File: src/rtl/unidade_controle_jogo.sv
// Game control unit: Moore FSM sequencing the memory game's round/play flow.
// In: clock, reset (async, active-high), iniciar, jogada_feita, jogada_correta,
//     enderecoIgualRodada, fimCR, timeout, timeout_jogada_inicial.
// Out: datapath controls (zeraR..grava), pronto/ganhou/perdeu/db_timeout,
//      db_estado (current 4-bit state code).
module unidade_controle_jogo (
  input  logic       clock,
  input  logic       reset,
  input  logic       iniciar,
  input  logic       jogada_feita,
  input  logic       jogada_correta,
  input  logic       enderecoIgualRodada,
  input  logic       fimCR,
  input  logic       timeout,
  input  logic       timeout_jogada_inicial,
  output logic       zeraR,
  output logic       registraR,
  output logic       zeraCR,
  output logic       contaCR,
  output logic       zeraCE,
  output logic       contaCE,
  output logic       zeraT,
  output logic       contaT,
  output logic       zeraTI,
  output logic       contaTI,
  output logic       grava,
  output logic       pronto,
  output logic       ganhou,
  output logic       perdeu,
  output logic       db_timeout,
  output logic [3:0] db_estado
);

  typedef enum logic [3:0] {
    INICIAL       = 4'd0,
    PREPARA       = 4'd1,
    MOSTRA        = 4'd2,
    ESPERA        = 4'd3,
    REGISTRA      = 4'd4,
    COMPARA       = 4'd5,
    PROX_JOGADA   = 4'd6,
    ESPERA_NOVA   = 4'd7,
    GRAVA         = 4'd8,
    PROX_RODADA   = 4'd9,
    REGISTRA_NOVA = 4'd10,
    FIM_ACERTO    = 4'd11,
    FIM_ERRO      = 4'd12,
    FIM_TIMEOUT   = 4'd13
  } estado_t;

  estado_t estado_q;
  estado_t estado_d;

  always_ff @(posedge clock or posedge reset) begin
    if (reset) estado_q <= INICIAL;
    else       estado_q <= estado_d;
  end

  always_comb begin
    estado_d = estado_q;
    case (estado_q)
      INICIAL:
        if (iniciar) estado_d = PREPARA;
      PREPARA:
        estado_d = MOSTRA;
      MOSTRA:
        if (timeout_jogada_inicial) estado_d = ESPERA;
      // A play arriving on the same edge as the timeout is honoured.
      ESPERA:
        if (jogada_feita) estado_d = REGISTRA;
        else if (timeout) estado_d = FIM_TIMEOUT;
      REGISTRA:
        estado_d = COMPARA;
      COMPARA:
        if (!jogada_correta)
          estado_d = FIM_ERRO;
        else if (enderecoIgualRodada && fimCR)
          estado_d = FIM_ACERTO;
        else if (enderecoIgualRodada)
          estado_d = ESPERA_NOVA;
        else
          estado_d = PROX_JOGADA;
      PROX_JOGADA:
        estado_d = ESPERA;
      ESPERA_NOVA:
        if (jogada_feita) estado_d = REGISTRA_NOVA;
        else if (timeout) estado_d = FIM_TIMEOUT;
      // Extra cycle so grava lands while the buttons are still held.
      REGISTRA_NOVA:
        estado_d = GRAVA;
      GRAVA:
        estado_d = PROX_RODADA;
      PROX_RODADA:
        estado_d = ESPERA;
      FIM_ACERTO, FIM_ERRO, FIM_TIMEOUT:
        if (iniciar) estado_d = PREPARA;
      default:
        estado_d = INICIAL;
    endcase
  end

  always_comb begin
    zeraR      = 1'b0;
    registraR  = 1'b0;
    zeraCR     = 1'b0;
    contaCR    = 1'b0;
    zeraCE     = 1'b0;
    contaCE    = 1'b0;
    zeraT      = 1'b0;
    contaT     = 1'b0;
    zeraTI     = 1'b0;
    contaTI    = 1'b0;
    grava      = 1'b0;
    pronto     = 1'b0;
    ganhou     = 1'b0;
    perdeu     = 1'b0;
    db_timeout = 1'b0;
    case (estado_q)
      PREPARA: begin
        zeraR  = 1'b1;
        zeraCR = 1'b1;
        zeraCE = 1'b1;
        zeraT  = 1'b1;
        zeraTI = 1'b1;
      end
      MOSTRA:      contaTI = 1'b1;
      ESPERA:      contaT  = 1'b1;
      REGISTRA: begin
        registraR = 1'b1;
        zeraT     = 1'b1;
      end
      PROX_JOGADA: contaCE = 1'b1;
      ESPERA_NOVA: contaT  = 1'b1;
      GRAVA: begin
        grava = 1'b1;
        zeraT = 1'b1;
      end
      PROX_RODADA: begin
        contaCR = 1'b1;
        zeraCE  = 1'b1;
        zeraT   = 1'b1;
      end
      FIM_ACERTO: begin
        pronto = 1'b1;
        ganhou = 1'b1;
      end
      FIM_ERRO: begin
        pronto = 1'b1;
        perdeu = 1'b1;
      end
      FIM_TIMEOUT: begin
        pronto     = 1'b1;
        perdeu     = 1'b1;
        db_timeout = 1'b1;
      end
      default: ;
    endcase
  end

  assign db_estado = estado_q;

endmodule

File: config.mk
export PLATFORM = sky130hd
export DESIGN_NAME = unidade_controle_jogo
export DESIGN_NICKNAME = d
export VERILOG_FILES = /design/src/rtl/unidade_controle_jogo.sv
export SDC_FILE = /design/constraint.sdc
export NUM_CORES = 1
export LEC_CHECK = 0
export ABC_AREA = 1
export CORE_MARGIN = 10
export CORE_UTILIZATION = 35
export CTS_CLUSTER_DIAMETER = 200
export DETAILED_ROUTE_END_ITERATION = 8
export GPL_TIMING_DRIVEN = 0
export PLACE_DENSITY = 0.75
export SYNTH_ARGS = -nofsm -noshare
export SYNTH_HDL_FRONTEND = slang
export SYNTH_SLANG_ARGS = --single-unit
File: constraint.sdc
create_clock -name clock -period 2.26 [get_ports clock]
set_input_delay 0.452 -clock clock [delete_from_list [all_inputs] [get_ports clock]]
set_output_delay 0.452 -clock clock [all_outputs]
set_load 0.005 [all_outputs]
# Word-level counts from Yosys, hierarchy flattened
# Cells that the tools add are included.
# totals
ff_bits	4
inputBits	9
output_inout_bits	19
wordCells	48
# classes
eq_ne	15
n_mux	22
reduce_logical	10
# ops
operator	n
$pmux W4 S10	1
$mux W4	7
$eq A4 B4 Y1 const B	6
$eq A4 B3 Y1 const B	4
$mux W1	14
$eq A4 B2 Y1 const B	2
$reduce_or A2 Y1	4
$reduce_or A4 Y1	2
$eq A4 B1 Y1 const B	1
$logic_not A4 Y1	1
$reduce_or A3 Y1	1
$ne A2 B1 Y1 const B	1
$ne A2 B2 Y1 const B	1
$reduce_and A2 Y1	1
$logic_and A1 B1 Y1	1

# Longest topological paths before layout
# Gate-level depths: netlist of run 1.
# depth
word_depth	4
ltp_mapped	9
mapped_depth_nobuf	9

# Worst setup path before layout of run 1
# Ideal clock, no wire load.
# synth_timing
kind	reg2out
start	reg estado_q[1] (netlist: db_estado[1])
end	out zeraT
arrival_time_ns	1.084
required_ns	1.808
slack_ns	0.724
path_stages_with_launch	5
n_path_buf	0
cell_sequence	dfrtp_1 > inv_1 > nand2_1 > nor2_1 > or3_1
# synth_via
elab_chain_cells	3
word_cells_on_any_way	6
classes_between	eq/ne (4); mux (1); reduce/logical (1)
# synth_lines
item	line	rtl
start, declared	51	estado_t estado_q;
start signal, assigned	56	else estado_q <= estado_d;
$eq A4 B4 Y1 (tied with other cells)	118	case (estado_q)
$reduce_or A4 Y1 (no source line) *	-	
$mux W1 *	118	
end, declared	22	output logic zeraT,
# Every way passes the cells marked *; elsewhere a longest branch is shown, timed or not.

# Worst setup path in the final report of run 1
# layout_timing
start	reg estado_q[1] (netlist: db_estado[1])
end	out zeraTI
# layout_via
elab_chain_cells	2
# layout_lines
item	line	rtl
$eq A4 B1 Y1	118	
$mux W1	118	
end, declared	24	output logic zeraTI,
# Every way passes these cells.

==> impl_metrics.py, run 1 <==
metrics = {
    "worst_setup_path": {
        "crit_fanout": 8,
        "crit_type": "flop to output port",
        "cp-start-kind": "flop",
        "r2r_cells": 9,
        "cp_data_arrival_time_ns": 1.70,
        "cp-end-kind": "output port",
        "reg2reg_from": "db_estado[1]$_DFFE_PP0P_",
        "crit_required_ns": 1.81,
        "r2r_slack_ns": 0.94,
        "r2r_end": "db_estado[0]$_DFFE_PP0P_",
    },
    "die": {
        "start_util_pct": 37.2,
        "die_x_um": 57.2,
        "io-pin-count": 28,
        "row_count": 13,
        "die_h_um": 57.2,
        "core_area_um2": 1300,
        "die_area_um2": 3270,
    },
    "global_route": {
        "grt_usage_pct": 10.5,
        "grt.overflow.total": 0,
        "antenna_found_initial": 0,
        "grt_max_degree": 11,
        "grt_pass1_wl_um": 2860,
        "first_global_vias": 693,
    },
    "detailed_routing": {
        "drc": 0,
        "antenna_left": 0,
        "wl_um": 1710,
        "first_pass_iters": 4,
        "routed_via_density": 4.77,
        "vias": 658,
        "drt_iter0_drc": 17,
        "routedWlPerCell_um": 12.4,
    },
    "power": {
        "power.density_nw_per_um2": 1300,
        "p_leak_uw": 0.000445,
        "ir_drop_uv": 752,
    },
    "cells_and_area": {
        "drive_gt1_share_pct": 12.2,
        "fin_util_pct": 63.3,
        "largest_reg_flops": 4,
        "area_growth_pct": 70.0,
        "stdcell_count": 138,
        "design_area_um2": 823,
        "fill_cells": 133,
        "diodes": 0,
        "nNetsFinal": 134,
    },
    "logic_synthesis": {
        "syn_inst": 93,
        "ys.warnings.count": 0,
        "yosysSeqAreaShare_pct": 20.7,
        "synthFlopType": "dfrtp_1",
        "syn_area_per_cell_um2": 5.21,
        "yosys.area.top_type_share_pct": 21.7,
        "synth_common_cells": "nand2_1, inv_1, nor2_1",
        "yosys-top-cells-area": "nand2_1, dfrtp_1, inv_1",
        "synth_edf_count": 0,
        "synthesis.area_um2": 484,
        "synth-seq-cells": 4,
        "ys_async_sr_fraction_pct": 100,
        "synth_cell_type_count": 16,
        "syn_nets": 102,
        "yosysTopAreaCell": "nand2_1",
        "yosysMostFrequentCell": "nand2_1",
    },
    "sta": {
        "setup_slack_ns": 0.106,
        "max_slew.worst_pin.slew_ns": 0.221,
        "min_period_ns": 2.15,
        "min_period_over_period_pct": 95.3,
        "slew_violations": 0,
        "fmax_mhz": 464,
        "slew_headroom_pct": 85.1,
        "holdWs_ns": 0.401,
        "clock_skew_ns": 0.00645,
        "hold_viol": 0,
        "setup_viol": 0,
    },
    "clock_tree": {
        "clk_latency_ns": 0.24,
        "clock-sinks": 4,
        "htree_num_levels": 1,
        "cts_root_buf": "clkbuf_4",
        "cts_tree": "done",
        "postCtsHoldBufs": 0,
        "cts_buffer_depth": 2,
        "cts_buffers": 3,
        "clkTransAtPathRegs_ns": 0.04,
    },
    "outcome": {
        "outcome": "complete, no violations",
    },
    "placement": {
        "dpl_worst_slack_ns": 0.181,
        "place_inst": 135,
        "dpl.hpwl_um": 1380,
        "port_buffers": 27,
        "place_area_um2": 773,
        "gp_congestion": 0.841,
    },
    "job": {
        "maxCapViolations": 0,
    },
    "hold_path": {
        "min-delay-path-class": "primary input to asynchronous set/reset pin",
    },
}
-- layout by cell type, fill, tap and decap left out, types with 2 or more instances in the layout --
master,n
nand2_1,26
clkdlybuf4s50_1,26
inv_1,17
nor2_1,16
nand3_1,7
o21ai_0,6
a21oi_1,4
buf_4,3
nand2_2,3
clkbuf_4,3
dfrtp_2,2
dfrtp_1,2
-- where the power goes --
| part | internal [uW] | switching, uW |
|---|---|---|
| combinational | 409 | 406 |
| clock | 59.3 | 28.7 |
| sequential | 112 | 51.8 |
| total | 580 | 486 |
-- cell type report --
cell class	count	area, um^2	share of cell area, %
inverters	17	63.8	7.75
well taps	15	18.8	2.28
flip-flops and latches	4	103	12.5
plain buffers	4	33.8	4.10
multi-input cells	68	309	37.5
repair buffers	27	273	33.1
clock buffers	3	22.5	2.74
-- critical path, stage by stage (launching register included) --
cell and delay [ns]:
dfrtp_2 0.44, inv_1 0.13, nand2_2 0.12, nor3_4 0.16, buf_4 0.13, clkdlybuf4s50_1 0.49
-- how the worst max path moves through the flow --
| stage | from | to | slack, ns | cells after the start |
|---|---|---|---|---|
| after floorplan | db_estado[1]$_DFFE_PP0P_ | zeraT | 0.72 | 4 |
| after global placement | db_estado[1]$_DFFE_PP0P_ | zeraT | 0.19 | 5 |
| after detailed placement | db_estado[1]$_DFFE_PP0P_ | zeraR | 0.18 | 5 |
| after CTS | db_estado[1]$_DFFE_PP0P_ | zeraT | -0.01 | 5 |
| after global routing | db_estado[1]$_DFFE_PP0P_ | zeraTI | -0.02 | 5 |
| final | db_estado[1]$_DFFE_PP0P_ | zeraTI | 0.11 | 5 |
-- cells by family (layout without fill, tap and decap cells) --
kind of cell	count (synthesis)	after routing	share of synthesized area, %
flops	4	4	20.7
compound gates	11	11	11.6
simple gates	57	57	48.8
buf+inv	21	51	18.9
-- stage by stage --
stage | TNS, ns | power, uW
CTS | -0.0108 | 1060
floorplan | 0 | 562
global placement | 0 | 928
finish | 0 | 1070
global route | -0.0210 | 1190
detailed placement | 0 | 934
-- routing by layer --
layer	track usage [%]	share of wire, %	up-vias
met5	0	0	-
met4	3.02	0.47	0
met3	7.08	9.9	2
met2	17.1	50	22
met1	10.8	40	290
li1	-	-	344
-- timing repair --
item | 4_1_cts | 5_1_grt
resized for setup | 5 | 4
setup buffers | 0 | 0
endpoints found under the setup margin | 3 | 3
endpoints found under the hold margin | 0 | 0
Power figures use the tool's default switching activity.
==> run 2: changes to the inputs <==
ABC_AREA = default   (was 1)
PLACE_DENSITY = 0.76   (was 0.75)
SKIP_LAST_GASP = 1   (was default)
==> run 2 against run 1 <==
Effect of this change:
- clock power down 2%
- sequential share of layout area up 0.12 points
- cell count down 19%
- area after synthesis down 4.9%
- combinational power down 6.9%
- clock skew down 0.0050 ns
- global-route usage down 1.5 points
- critical path type unchanged
- critical endpoint is now contaT
==> impl_metrics.py, run 2 <==
metrics = {
    "detailed_routing": {
        "drt_iter0_drc": 9,
        "vias": 578,
        "wl_um": 1490,
        "drc": 0,
        "routed_via_density": 5.16,
        "antenna_left": 0,
        "routedWlPerCell_um": 13.3,
        "first_pass_iters": 4,
    },
    "global_route": {
        "grt_usage_pct": 9.07,
        "first_global_vias": 578,
        "grt.overflow.total": 0,
        "grt_max_degree": 11,
        "antenna_found_initial": 0,
        "grt_pass1_wl_um": 2470,
    },
    "clock_tree": {
        "htree_num_levels": 1,
        "cts_tree": "done",
        "clkTransAtPathRegs_ns": 0.04,
        "cts_buffers": 3,
        "postCtsHoldBufs": 0,
        "clock-sinks": 4,
        "post-cts-setup-buffer-count": 0,
        "cts_buffer_depth": 2,
        "cts_root_buf": "clkbuf_4",
        "clk_latency_ns": 0.23,
    },
    "cells_and_area": {
        "fin_util_pct": 62.7,
        "design_area_um2": 796,
        "multi_input_area_um2": 307,
        "layout_common_cells": "clkdlybuf4s50_1, nor2_1, nand2_1, nor3_1, inv_1",
        "nNetsFinal": 108,
        "largest_reg_flops": 4,
        "register_area_um2": 100,
        "layout_commonest_cell": "clkdlybuf4s50_1",
        "fill_cells": 131,
        "diodes": 0,
        "area_growth_pct": 72.8,
        "drive_gt1_share_pct": 16.5,
    },
    "logic_synthesis": {
        "syn_inst": 67,
        "yosys.area.top_type_share_pct": 21.7,
        "syn_area_per_cell_um2": 6.87,
        "yosysTopAreaCell": "dfrtp_1",
        "yosys-top-cells-area": "dfrtp_1, nor2_1, nor3_1",
        "synthSimpleGateAreaFrac_pct": 35.1,
        "synth-seq-cells": 4,
        "synth-xor-area-share_pct": 1.90,
        "synth_edf_count": 0,
        "muxShareOfSynthArea_pct": 6.52,
        "ys.warnings.count": 0,
        "yosysMostFrequentCell": "nor2_1",
        "synthAdderAreaFrac_pct": 0,
        "ys_async_sr_fraction_pct": 100,
        "syn_nets": 76,
        "synth_top_family_by_area": "simple AND/OR/NAND/NOR gates",
        "synthesis.area_um2": 460,
        "synth_cell_type_count": 27,
        "synthFlopType": "dfrtp_1",
        "yosysSeqAreaShare_pct": 21.7,
        "synth_compound_area_share_pct": 18.5,
        "synth_common_cells": "nor2_1, nor3_1, nand2_1",
    },
    "worst_setup_path": {
        "cp-start-kind": "flop",
        "reg2reg_from": "db_estado[0]$_DFFE_PP0P_",
        "r2r_end": "db_estado[0]$_DFFE_PP0P_",
        "crit_required_ns": 1.81,
        "r2r_cells": 5,
        "cp-end-kind": "output port",
        "crit_fanout": 10,
        "crit_start": "db_estado[0]$_DFFE_PP0P_",
        "crit_type": "flop to output port",
        "r2r_slack_ns": 0.79,
        "cp_data_arrival_time_ns": 1.71,
    },
    "die": {
        "io-pin-count": 28,
        "start_util_pct": 36.3,
        "die_h_um": 56.3,
        "core_area_um2": 1270,
        "die_area_um2": 3170,
        "die_x_um": 56.3,
        "row_count": 13,
    },
    "power": {
        "ir_drop_uv": 631,
        "switching_share_pct": 41.1,
        "internal-power_uw": 579,
        "clkPwrFrac_pct": 8.8,
        "seq_power_share_pct": 14.1,
        "combPwrFrac_pct": 77.1,
        "p_leak_uw": 0.000346,
        "power.density_nw_per_um2": 1240,
        "switching_power_uw": 404,
        "power.total_uw": 983,
    },
    "sta": {
        "rsz0062_at_grt": "yes",
        "slew_violations": 0,
        "max_slew.worst_pin.slew_ns": 0.338,
        "fmax_mhz": 462,
        "slew_headroom_pct": 77.3,
        "hold_viol": 0,
        "setup_viol": 0,
        "fin_tns_setup_ns": 0,
        "min_period_over_period_pct": 95.8,
        "clock_skew_ns": 0.00147,
        "min_period_ns": 2.16,
    },
    "outcome": {
        "outcome": "complete, no violations",
    },
    "placement": {
        "dpl.hpwl_um": 1210,
        "gp_congestion": 0.878,
        "port_buffers": 27,
        "place_area_um2": 749,
    },
    "job": {
        "maxCapViolations": 0,
    },
    "hold_path": {
        "min-delay-path-class": "primary input to asynchronous set/reset pin",
    },
}
## run 2: cell count changes after synthesis, moves of 3 or more
cell / change
mux2i_1: +3
nor2_1: -6
nand2_1: -22
inv_1: -12
nand3_1: -6
nor3_1: +6
o21ai_0: -3
nand2b_1: +3
## run 2: worst max-delay path, stage by stage, from the launching register on
cell and delay (ns):
dfrtp_1 0.39, buf_2 0.27, nand2_1 0.13, nor2_1 0.16, clkdlybuf4s50_1 0.53
## run 2: per-stage QoR
step	hold WS (ns)	std cells	setup slack, ns
after floorplan	0.218	67	0.641
after global placement	0.637	109	0.169
after detailed placement	0.654	109	0.157
after CTS	0.406	112	-0.00438
after global routing	0.414	112	-0.00530
final	0.410	112	0.0954
## run 2: how the worst max path moves through the flow
stage / endpoint / slack (ns) / depth (start not counted)
finish: contaT / 0.1 / 4
detailed placement: zeraR / 0.16 / 5
floorplan: zeraR / 0.64 / 4
CTS: zeraR / -0.004 / 5
global placement: zeraTI / 0.17 / 5
global route: contaT / -0.005 / 4
## run 2: final cells by class
class                   count  area share, %
plain buffers               7           6.45
repair buffers             27           34.0
multi-input cells          49           38.5
inverters                   7           3.30
clock buffers               3           2.83
well taps                  15           2.36
flip-flops and latches      4           12.6
## run 2: cells by family (layout without fill, tap and decap cells)
logic type	after synthesis	count (layout)
xor+xnor	1	1
mux	3	3
buf+inv	14	44
compound gates	12	12
flops	4	4
simple gates	33	33
## run 2: repair_timing
item,CTS,global route
pin swaps,0,1
gates cloned,0,0
resized for setup,1,6
setup endpoints to repair,3,4
## run 2: layer usage
layer  share of wire, %  track usage [%]  up-vias
met2                 47             15.7       27
li1                   -                -      292
met5                  0                0        -
met4                  0             3.09        0
met3                9.6             4.04        0
met1                 43             9.46      259
## run 2: power groups by stage
stage                     sequential [uW]  clock (uW)  combinational [uW]
final                                 139        86.2                 758
after global routing                  147        98.4                 831
after CTS                             137        90.1                 730
after detailed placement              138           0                 721
after global placement                139           0                 717
after floorplan                       137           0                 395
==> run 3: changes to the inputs <==
CAP_MARGIN = 25   (was default)
TNS_END_PERCENT = 5   (was default)
==> results of run 3 <==
No change in the layout: final DEF, timing and power equal those of run 2.
